$ cat src/rtl/led_cube_pkg.sv
// LED cube frame streamer shared types and constants.
// Frame geometry, stream frame count and read-FSM state encoding.
package led_cube_pkg;

  localparam int FRAME_BYTES   = 64;
  localparam int STREAM_FRAMES = 8;
  localparam int ROW_W         = $clog2(FRAME_BYTES);
  localparam int IDX_W         = $clog2(STREAM_FRAMES);

  localparam logic [ROW_W-1:0] LAST_ROW = ROW_W'(FRAME_BYTES - 1);

  typedef enum logic [1:0] {
    ST_IDLE,
    ST_PRIME,
    ST_BURST,
    ST_GAP
  } rd_state_e;

  // Writes alternate banks, so when both are full the write bank
  // holds the older frame; otherwise the single full bank is picked.
  function automatic logic pick_bank(
    input logic [1:0] full,
    input logic       wbank
  );
    return (&full) ? wbank : full[1];
  endfunction

endpackage

$ cat src/rtl/led_frame_bank.sv
// One 64x8 frame buffer bank.
// Synchronous write port, registered read port.
module led_frame_bank
  import led_cube_pkg::*;
(
  input  logic             clk,
  input  logic             rst_n,
  input  logic             i_we,
  input  logic [ROW_W-1:0] i_waddr,
  input  logic [7:0]       i_wdata,
  input  logic             i_re,
  input  logic [ROW_W-1:0] i_raddr,
  output logic [7:0]       o_rdata
);

  logic [7:0] r_mem [FRAME_BYTES];
  logic [7:0] r_rdata;

  // Storage write; contents survive reset.
  always_ff @(posedge clk) begin
    if (i_we) r_mem[i_waddr] <= i_wdata;
  end

  // Registered read port.
  always_ff @(posedge clk or negedge rst_n) begin
    if (!rst_n)    r_rdata <= '0;
    else if (i_re) r_rdata <= r_mem[i_raddr];
  end

  assign o_rdata = r_rdata;

endmodule

$ cat src/rtl/led_frame_streamer.sv
// Ping-pong buffered host-frame to LED cube streamer.
// Host fills 64-byte banks; read FSM bursts each full bank out.
module led_frame_streamer
  import led_cube_pkg::*;
#(
  parameter int unsigned FRAME_GAP = 2
) (
  input  logic             clk,
  input  logic             rst_n,
  input  logic             enable,
  input  logic [7:0]       byte_in,
  input  logic             byte_valid,
  output logic             byte_ready,
  input  logic             frame_sync,
  output logic             stream_read,
  output logic [7:0]       data_out,
  output logic [IDX_W-1:0] frame_idx,
  output logic             frame_sent
);

  localparam logic [7:0] GAP_LAST = 8'(FRAME_GAP - 1);

  rd_state_e        r_state;
  rd_state_e        w_next;
  logic [1:0]       r_full;
  logic [1:0]       w_full_nx;
  logic             r_wbank;
  logic [ROW_W-1:0] r_wrow;
  logic             r_rbank;
  logic [ROW_W-1:0] r_rrow;
  logic [7:0]       r_gap;
  logic             r_sent;
  logic [IDX_W-1:0] r_idx;
  logic [7:0]       r_last;

  logic             w_ready;
  logic             w_accept;
  logic [ROW_W-1:0] w_wrow;
  logic             w_wdone;
  logic             w_release;
  logic             w_gap_end;
  logic             w_pick;
  logic             w_start;
  logic             w_re;
  logic [ROW_W-1:0] w_raddr;
  logic             w_rsel;
  logic [7:0]       w_rdata0;
  logic [7:0]       w_rdata1;
  logic [7:0]       w_rdata;

  assign w_ready   = ~r_full[r_wbank];
  assign w_accept  = byte_valid & w_ready;
  assign w_wrow    = frame_sync ? '0 : r_wrow;
  assign w_wdone   = w_accept && (w_wrow == LAST_ROW);
  assign w_release = (r_state == ST_BURST) && (r_rrow == LAST_ROW);
  assign w_gap_end = (r_state == ST_GAP) && (r_gap == GAP_LAST);
  assign w_pick    = pick_bank(r_full, r_wbank);

  // The last gap cycle doubles as the prime cycle so back-to-back
  // bursts are separated by exactly FRAME_GAP low cycles.
  assign w_start = enable && (|r_full) &&
                   ((r_state == ST_IDLE) || w_gap_end);

  assign w_rsel  = w_gap_end ? w_pick : r_rbank;
  assign w_rdata = r_rbank ? w_rdata1 : w_rdata0;

  led_frame_bank u_bank0 (
    .clk     (clk),
    .rst_n   (rst_n),
    .i_we    (w_accept && !r_wbank),
    .i_waddr (w_wrow),
    .i_wdata (byte_in),
    .i_re    (w_re && !w_rsel),
    .i_raddr (w_raddr),
    .o_rdata (w_rdata0)
  );

  led_frame_bank u_bank1 (
    .clk     (clk),
    .rst_n   (rst_n),
    .i_we    (w_accept && r_wbank),
    .i_waddr (w_wrow),
    .i_wdata (byte_in),
    .i_re    (w_re && w_rsel),
    .i_raddr (w_raddr),
    .o_rdata (w_rdata1)
  );

  // Read FSM next state and bank read-port control.
  always_comb begin
    w_next  = r_state;
    w_re    = 1'b0;
    w_raddr = r_rrow + 6'd1;
    unique case (r_state)
      ST_IDLE: begin
        if (w_start) w_next = ST_PRIME;
      end
      ST_PRIME: begin
        w_next  = ST_BURST;
        w_re    = 1'b1;
        w_raddr = '0;
      end
      ST_BURST: begin
        w_re = (r_rrow != LAST_ROW);
        if (r_rrow == LAST_ROW) w_next = ST_GAP;
      end
      ST_GAP: begin
        if (w_gap_end) begin
          if (w_start) begin
            w_next  = ST_BURST;
            w_re    = 1'b1;
            w_raddr = '0;
          end else begin
            w_next = ST_IDLE;
          end
        end
      end
      default: w_next = ST_IDLE;
    endcase
  end

  // Full flags: release and completion may land in the same cycle.
  always_comb begin
    w_full_nx = r_full;
    if (w_release) w_full_nx[r_rbank] = 1'b0;
    if (w_wdone)   w_full_nx[r_wbank] = 1'b1;
  end

  // Read FSM state register.
  always_ff @(posedge clk or negedge rst_n) begin
    if (!rst_n) r_state <= ST_IDLE;
    else        r_state <= w_next;
  end

  // Burst row and gap counters.
  always_ff @(posedge clk or negedge rst_n) begin
    if (!rst_n) begin
      r_rrow <= '0;
      r_gap  <= '0;
    end else begin
      r_rrow <= (r_state == ST_BURST) ? r_rrow + 6'd1 : '0;
      r_gap  <= (r_state == ST_GAP) ? r_gap + 8'd1 : '0;
    end
  end

  // Read bank selection, captured when a burst is launched.
  always_ff @(posedge clk or negedge rst_n) begin
    if (!rst_n)       r_rbank <= 1'b0;
    else if (w_start) r_rbank <= w_pick;
  end

  // Write pointer and bank occupancy.
  always_ff @(posedge clk or negedge rst_n) begin
    if (!rst_n) begin
      r_full  <= '0;
      r_wbank <= 1'b0;
      r_wrow  <= '0;
    end else begin
      r_full <= w_full_nx;
      if (w_wdone) begin
        r_wbank <= ~r_wbank;
        r_wrow  <= '0;
      end else if (w_accept) begin
        r_wrow <= w_wrow + 6'd1;
      end else if (frame_sync) begin
        r_wrow <= '0;
      end
    end
  end

  // Completion pulse and frame index.
  always_ff @(posedge clk or negedge rst_n) begin
    if (!rst_n) begin
      r_sent <= 1'b0;
      r_idx  <= '0;
    end else begin
      r_sent <= w_release;
      if (w_release) r_idx <= r_idx + 3'd1;
    end
  end

  // Hold the last streamed byte while the stream is idle.
  always_ff @(posedge clk or negedge rst_n) begin
    if (!rst_n)           r_last <= '0;
    else if (stream_read) r_last <= w_rdata;
  end

  assign byte_ready  = w_ready;
  assign stream_read = (r_state == ST_BURST);
  assign data_out    = stream_read ? w_rdata : r_last;
  assign frame_idx   = r_idx;
  assign frame_sent  = r_sent;

endmodule

$ cat config.mk
export PLATFORM = sky130hd
export DESIGN_NAME = led_frame_streamer
export DESIGN_NICKNAME = d
export VERILOG_FILES = /design/src/rtl/led_cube_pkg.sv /design/src/rtl/led_frame_bank.sv /design/src/rtl/led_frame_streamer.sv
export SDC_FILE = /design/constraint.sdc
export NUM_CORES = 1
export LEC_CHECK = 0
export CAP_MARGIN = 0
export CORE_ASPECT_RATIO = 1.4
export CORE_MARGIN = 2
export CORE_UTILIZATION = 51
export DETAILED_ROUTE_END_ITERATION = 7
export PLACE_DENSITY = 0.71
export SKIP_CTS_REPAIR_TIMING = 1
export SKIP_LAST_GASP = 1
export SYNTH_ARGS = -nofsm -noshare
export SYNTH_HDL_FRONTEND = slang
export SYNTH_SLANG_ARGS = --single-unit
$ cat constraint.sdc
create_clock -name clk -period 3.95 [get_ports clk]
set_input_delay 0.9875 -clock clk [delete_from_list [all_inputs] [get_ports clk]]
set_output_delay 0.9875 -clock clk [all_outputs]
set_load 0.02 [all_outputs]
=== Yosys cells after proc, flatten, opt, wreduce, memory -nomap -nowiden ===
Memory sizes are Yosys's and may differ from the RTL's. A register that Yosys moved wholly into a read port is not among the register bits.
Cells that the tools add are included.

* Register bits after elaboration: 38
* Bits in writable memories: 1024
* Output and inout bits: 14
* Logic and storage cells: 88
* Memories kept: 2

{| class="wikitable"
|+ Memory list
! memory !! words !! bits a word !! rd ports !! clocked after Yosys merged registers in !! wr ports !! RTL line !! source
|-
| u_bank0.r_mem || 64 || 8 || 1 || 1 || 1 || led_frame_bank.sv:16 || <nowiki>logic [7:0] r_mem [FRAME_BYTES];</nowiki>
|-
| u_bank1.r_mem || 64 || 8 || 1 || 1 || 1 || led_frame_bank.sv:16 ||
|}

* Add/subtract/negate cells: 4
* $lt $le $gt $ge: 4
* Equality and inequality tests: 10
* Multiplexer cells: 32
* Bitwise operators: 6
* Reductions and logical operators: 20

{| class="wikitable"
|+ Operators by type and width
! kind !! number
|-
| 2-to-1 mux 6 bit || 6
|-
| 2-to-1 mux 8 bit || 3
|-
| adder 6 x 1 -> 6 bit (second input constant) || 2
|-
| == test 6 bit (second input constant) || 2
|-
| 2-to-1 mux 1 bit || 12
|-
| 2-to-1 mux 2 bit || 6
|-
| case mux 6 bit (2 select lines) || 1
|-
| logical AND 1 bit || 11
|-
| adder 8 x 1 -> 8 bit (second input constant) || 1
|-
| == test 8 x 1 -> 1 bit (second input constant) || 1
|-
| case mux 2 bit (4 select lines) || 1
|-
| inequality test 6 bit (second input constant) || 1
|-
| == test 2 bit (second input constant) || 2
|-
| zero test 1 bit || 4
|-
| < comparator 1 x 2 -> 1 bit (second input constant) || 2
|-
| inequality test 2 bit (second input constant) || 2
|-
| adder 3 x 1 -> 3 bit (second input constant) || 1
|-
| case mux 1 bit (3 select lines) || 1
|-
| AND reduction 3 bit || 1
|-
| AND 2 bit || 1
|-
| demux 1 bit (select 1 bit) || 2
|-
| == test 2 x 1 -> 1 bit (second input constant) || 1
|-
| greater-or-equal comparator 1 bit (second input constant) || 2
|-
| zero test 2 bit || 1
|-
| 8 further kinds || 9
|}

=== Longest topological paths before layout ===
* Depth after elaboration: 9
* Gate-level depth with buffers: 15
* Depth with buffers taken out: 10

=== Cells and area by module ===
A second synthesis with hierarchy kept.

* Cell total of the unflattened synthesis: 2066
* Area total of the unflattened synthesis: 42354.4 µm²

{| class="wikitable"
|+ By module, submodules not included
! module !! instances !! cells an instance !! area each (µm²) !! seq. area each (µm²)
|-
| led_frame_bank || 2 || 939 || 20226.9 || 15574.9
|-
| led_frame_streamer || 1 || 188 || 1900.6 || 950.9
|}

=== Worst setup path after synthesis ===
Ideal clock, no wire load.

* Kind: in2reg
* From: input port frame_sync
* To: memory u_bank1.r_mem[42][0], enable pin
* Library setup time: 370 ps
* Arrival: 2760 ps
* Required time: 3580 ps
* Setup slack: 819 ps
* Stages: 7
* Path buffers: 3
* Cells stage by stage: nor2b_1 clkbuf_1 or3b_2 clkbuf_1 or3_1 clkbuf_1 nor2_1

* Cells in the longest elaborated chain, start to end: 1

{| class="wikitable"
|+ RTL lines
! item !! RTL line !! source
|-
| start, declared || led_frame_streamer.sv:14 || <nowiki>input logic frame_sync,</nowiki>
|-
| 2-to-1 mux 6 bit || -- ||
|-
| end, declared || led_frame_bank.sv:16 ||
|}

Every way passes these cells.

=== Final worst setup path ===
* From: register r_gap[1]
* To: register u_bank1.r_rdata[1] (netlist: u_bank1.o_rdata[1]), read port of u_bank1.r_mem

* Cells in the longest elaborated chain, start to end: 8

{| class="wikitable"
|+ RTL lines
! item !! RTL line !! source
|-
| start, declared || led_frame_streamer.sv:31 || <nowiki>logic [7:0] r_gap;</nowiki>
|-
| start signal, assigned || led_frame_streamer.sv:142 || <nowiki>r_gap <= (r_state == ST_GAP) ? r_gap + 8'd1 : '0;</nowiki>
|-
| == test 8 x 1 -> 1 bit * || led_frame_streamer.sv:56 || <nowiki>assign w_gap_end = (r_state == ST_GAP) && (r_gap == GAP_LAST);</nowiki>
|-
| logical AND 1 bit * || led_frame_streamer.sv:56 ||
|-
| logical OR 1 bit || led_frame_streamer.sv:62 || <nowiki>((r_state == ST_IDLE) || w_gap_end);</nowiki>
|-
| logical AND 1 bit || led_frame_streamer.sv:61 || <nowiki>assign w_start = enable && (|r_full) &&</nowiki>
|-
| 2-to-1 mux 1 bit || led_frame_streamer.sv:109 || <nowiki>if (w_start) begin</nowiki>
|-
| 2-to-1 mux 1 bit || led_frame_streamer.sv:108 || <nowiki>if (w_gap_end) begin</nowiki>
|-
| case mux 1 bit (3 select lines) || led_frame_streamer.sv:94 || <nowiki>unique case (r_state)</nowiki>
|-
| logical AND 1 bit || led_frame_streamer.sv:84 || <nowiki>.i_re (w_re && w_rsel),</nowiki>
|-
| end, declared || led_frame_bank.sv:17 || <nowiki>logic [7:0] r_rdata;</nowiki>
|}

Mark *: on every way between the ends. The rest lies on a longest branch, timed or not.
A chain may end at the register's enable or synchronous reset.

==> results by group <==
Timing
  – Worst Skew: roughly 28 ps
  – Final Hold Viols: 0
  – Worst slew pin tran: 1416 ps
  – Final setup TNS: 0 ps
  – Max_slew headroom: 0.04962
  – Final setup violation count: 0
  – Fmax achieved: between 200 and 300 MHz
  – Max Slew Vio Count: 0
  – Period minus WS final: 3876 ps
  – RSZ-0062 raised after global routing: false
  – Period utilization: 0.9812

Power and ir drop
  – PwrDens: 447.1 nW/µm²
  – Max VDD drop: 0.3341 mV
  – Static Leak: 16.29 nW
  – Tot Pwr: 21.97 mW

Floorplanning
  – Initial Utilization: 0.5151
  – Die Width: approximately 250 µm
  – I/O pin cnt: 27
  – Core Rows: about 130
  – CORE AREA: slightly above 80000 µm²
  – Die height: 346.7 µm
  – Die Area: 86250 µm²

Critical path
  – R2R Path End: u_bank1.o_rdata[1]
  – CP peak stage delay: about 950 ps
  – Crit-path slowest cell: a2111oi_0
  – Setup CP Type: register to register
  – CP required: 4500 ps
  – CP startpoint kind: register
  – Flop-to-flop setup slack: 70 ps
  – Crit-path cells: inv_1 > ha_1 > or4b_1 > o31ai_4 > buf_12 > nor2_2 > buf_4 > a2111oi_0 > a211o_1 > a31oi_1 > a21oi_1 > o2bb2ai_1
  – Worst setup EP type: register
  – CP arrival: ~4400 ps
  – Largest fanout on the critical path: 14
  – R2r startpoint: r_gap[1]
  – FF-to-FF path depth: 12

Finish
  – Post-route cell area: between 40000 and 50000 µm²
  – Layout net count: 2929
  – Syn-to-layout area delta: 14.88%
  – Post-layout util: 0.5918
  – Layout cell share with drive strength beyond 1: 0.1832

Min path
  – Worst Hold Class: register to register
  – Hold Path Origin: frame_idx[2]
  – Hold worst-path end: frame_idx[2]
  – Hold Crit Depth: 1

Clock tree
  – Clock Tree Root: clkbuf_16
  – Clk_lat worst skew: approximately 660 ps
  – Max Buffers Root-to-Sink: 3
  – CTS buffer count: 94
  – Clock transition at path regs: 60 ps
  – Max H-tree Level: 3
  – Clk sink count: 1078
  – CTS tree: done

Status
  – Status: complete, no violations

Run
  – MaxCap Viol Count: 0

Synth
  – Yosys cell types: 67
  – Post-Syn Nets: 2704
  – Post-synth EDFFs: 1024
  – Syn Area/Cell: 15.93 µm²
  – Yosys warns: 0
  – Post-synthesis cell area: 42780 µm²
  – Ys flop type: edfxtp_1
  – Synth Register Bits: 1078
  – Cells after synthesis: roughly 2700
  – Sequential area share after synthesis: 0.7504
  – Post-synth ARST share: 0.05009

Global route
  – Total GRT Usage: 0.2592
  – First-pass GRT wire length: 166000 µm
  – Antenna violations before repair: 3
  – Vias in the first global route: 25770
  – Gr ovfl total: 0
  – Largest net degree at the start of global routing: 102

Drt
  – Met2 routed WL: between 50000 and 60000 µm
  – Via count: 25330
  – Wl on met1: between 40000 and 50000 µm
  – Highest routed layer: met5
  – DRT Wirelength: 111200 µm
  – Met3 wire length: 9286 µm
  – Post-route ant nets: 0
  – DRC violations left: 0
  – WL per Instance: 27.36 µm
  – Starting DRT DRC Count: roughly 2700
  – Vias per cell: about 6.2
  – 1st-pass router iterations: 6

Place
  – Area after DPL: 46120 µm²
  – GPL Wtd Cong: 0.9497
  – I/O Buffers: 26
  – DP HPWL: 71190 µm
[cell usage after synthesis, drive strengths merged, types with 3 or more instances]
cell | instances | area (µm²)
a2111oi | 11 | 98.85
a211o | 12 | 105.1
a211oi | 66 | 495.5
a21boi | 7 | 52.55
a21oi | 82 | 410.4
a221o | 3 | 30.03
a221oi | 37 | 324.1
a22o | 5 | 43.79
a22oi | 5 | 37.54
a31oi | 36 | 225.2
a32o | 7 | 70.07
a32oi | 10 | 87.58
and2 | 32 | 202.7
and3 | 18 | 112.6
buf | 65 | 321.6
clkbuf | 107 | 401.6
dfrtp | 54 | 1351
edfxtp | 1024 | 30750
ha | 5 | 62.56
inv | 6 | 22.52
mux2 | 21 | 236.5
mux2i | 120 | 1201
mux4 | 88 | 1982
nand2 | 305 | 1145
nand3 | 93 | 465.5
nand3b | 3 | 22.52
nand4 | 3 | 18.77
nor2 | 217 | 817.0
nor2b | 12 | 75.07
nor3 | 29 | 150.1
nor4 | 4 | 25.02
o2111ai | 24 | 210.2
o211ai | 5 | 37.54
o21ai | 62 | 310.3
o221ai | 28 | 245.2
o22ai | 12 | 75.07
o2bb2ai | 5 | 43.79
o311ai | 7 | 61.31
o31ai | 3 | 36.28
or2 | 3 | 18.77
or3 | 13 | 81.33
xnor2 | 9 | 78.83
xor2 | 12 | 105.1
[worst max path at each step]
stage / startpoint / end / slack (ps) / cells past startpoint
6_report: r_gap[1] / u_bank1.o_rdata[1] / 70 / 12
3_5_place_dp: enable / u_bank0.o_rdata[3] / -200 / 10
2_1_floorplan: frame_sync / u_bank1.r_mem[42][0] / 820 / 7
5_1_grt: r_rrow[0] / u_bank0.o_rdata[3] / 30 / 8
3_3_place_gp: enable / u_bank0.o_rdata[0] / -180 / 11
4_1_cts: r_rrow[0] / u_bank0.o_rdata[0] / 150 / 9
[stage by stage]
step                      setup slack, ps  instances  hold slack (ps)
after detailed placement           -201.8       3894            482.9
after CTS                           154.3       4064            491.1
final                               74.37       4065            487.1
after global placement             -175.1       3894            461.2
after global routing                34.22       4064            502.0
after floorplan                     819.4       2686            453.5
[sequential cells by signal, indices dropped and copies added, names as in the netlist]
signal and cells:
r_state 2, r_full 2, r_gap 8, u_bank1.r_mem 512, u_bank0.r_mem 512, r_wrow 6, frame_sent 1, u_bank1.o_rdata 8
frame_idx 3, r_wbank 1, r_last 8, r_rrow 6, u_bank0.o_rdata 8, r_rbank 1
[critical path, delay by kind of cell, from the launching register on]
family | cells | cell delay (ps)
AO/OA/AOI/OAI | 6 | 2020
AND/OR/NAND/NOR | 2 | 720
flip-flops | 1 | 390
buffers and inverters | 3 | 500
adder cells (fa/ha/maj) | 1 | 130
[placed cells by master, fill, tap and decap left out, types with 12 or more instances in the layout]
cell and n:
a211o_1 12, a211oi_1 66, a21oi_1 82, a221oi_1 37, a31oi_1 36, and2_1 30
and3_1 18, buf_12 26, buf_4 257, clkbuf_1 18, clkbuf_16 96, clkdlybuf4s50_1 17
clkinv_1 21, clkinv_2 13, dfrtp_1 53, edfxtp_1 1024, mux2_2 21, mux2i_1 120
mux4_2 88, nand2_1 301, nand3_1 93, nor2_1 212, nor2b_1 12, nor3_1 27
o2111ai_1 24, o21ai_0 59, o221ai_1 28, o22ai_1 12, or3_1 13
[power breakdown]
| group | total (mW) | switching, mW | internal (mW) | leakage, nW |
|---|---|---|---|---|
| combinational | 0.324 | 0.273 | 0.0509 | 4.94 |
| clock | 9.12 | 4.00 | 5.11 | 1.46 |
| sequential | 12.5 | 0.00840 | 12.5 | 9.90 |
[layer usage]
layer | track usage | vias up
li1 | - | 10950
met1 | 0.3274 | 12780
met2 | 0.4374 | 1332
met3 | 0.04805 | 274
met4 | 0.1186 | 4
met5 | 0 | -
[final cells by class]
| cell class | instances | area, µm² |
|---|---|---|
| inverter | 7 | 26.28 |
| clock buffer | 114 | 2470 |
| timing repair buffer | 301 | 2625 |
| antenna | 1 | 2.502 |
| clock inverter | 56 | 555.5 |
| multi-input combinational | 1429 | 10010 |
| fill | 5980 | 33900 |
| sequential | 1078 | 32100 |
| tap | 1079 | 1350 |
[cell families (layout without fill, tap and decap cells)]
family | Yosys count | in the layout | share of synthesized area
AO/OA/AOI/OAI | 437 | 437 | 0.07224
flip-flops | 1078 | 1078 | 0.7504
multiplexers | 229 | 229 | 0.07993
XOR/XNOR | 21 | 21 | 0.004299
other | 0 | 1 | 0
buffers and inverters | 179 | 478 | 0.01752
AND/OR/NAND/NOR | 737 | 737 | 0.07417
adder cells (fa/ha/maj) | 5 | 5 | 0.001462
Power figures use the tool's default switching activity.
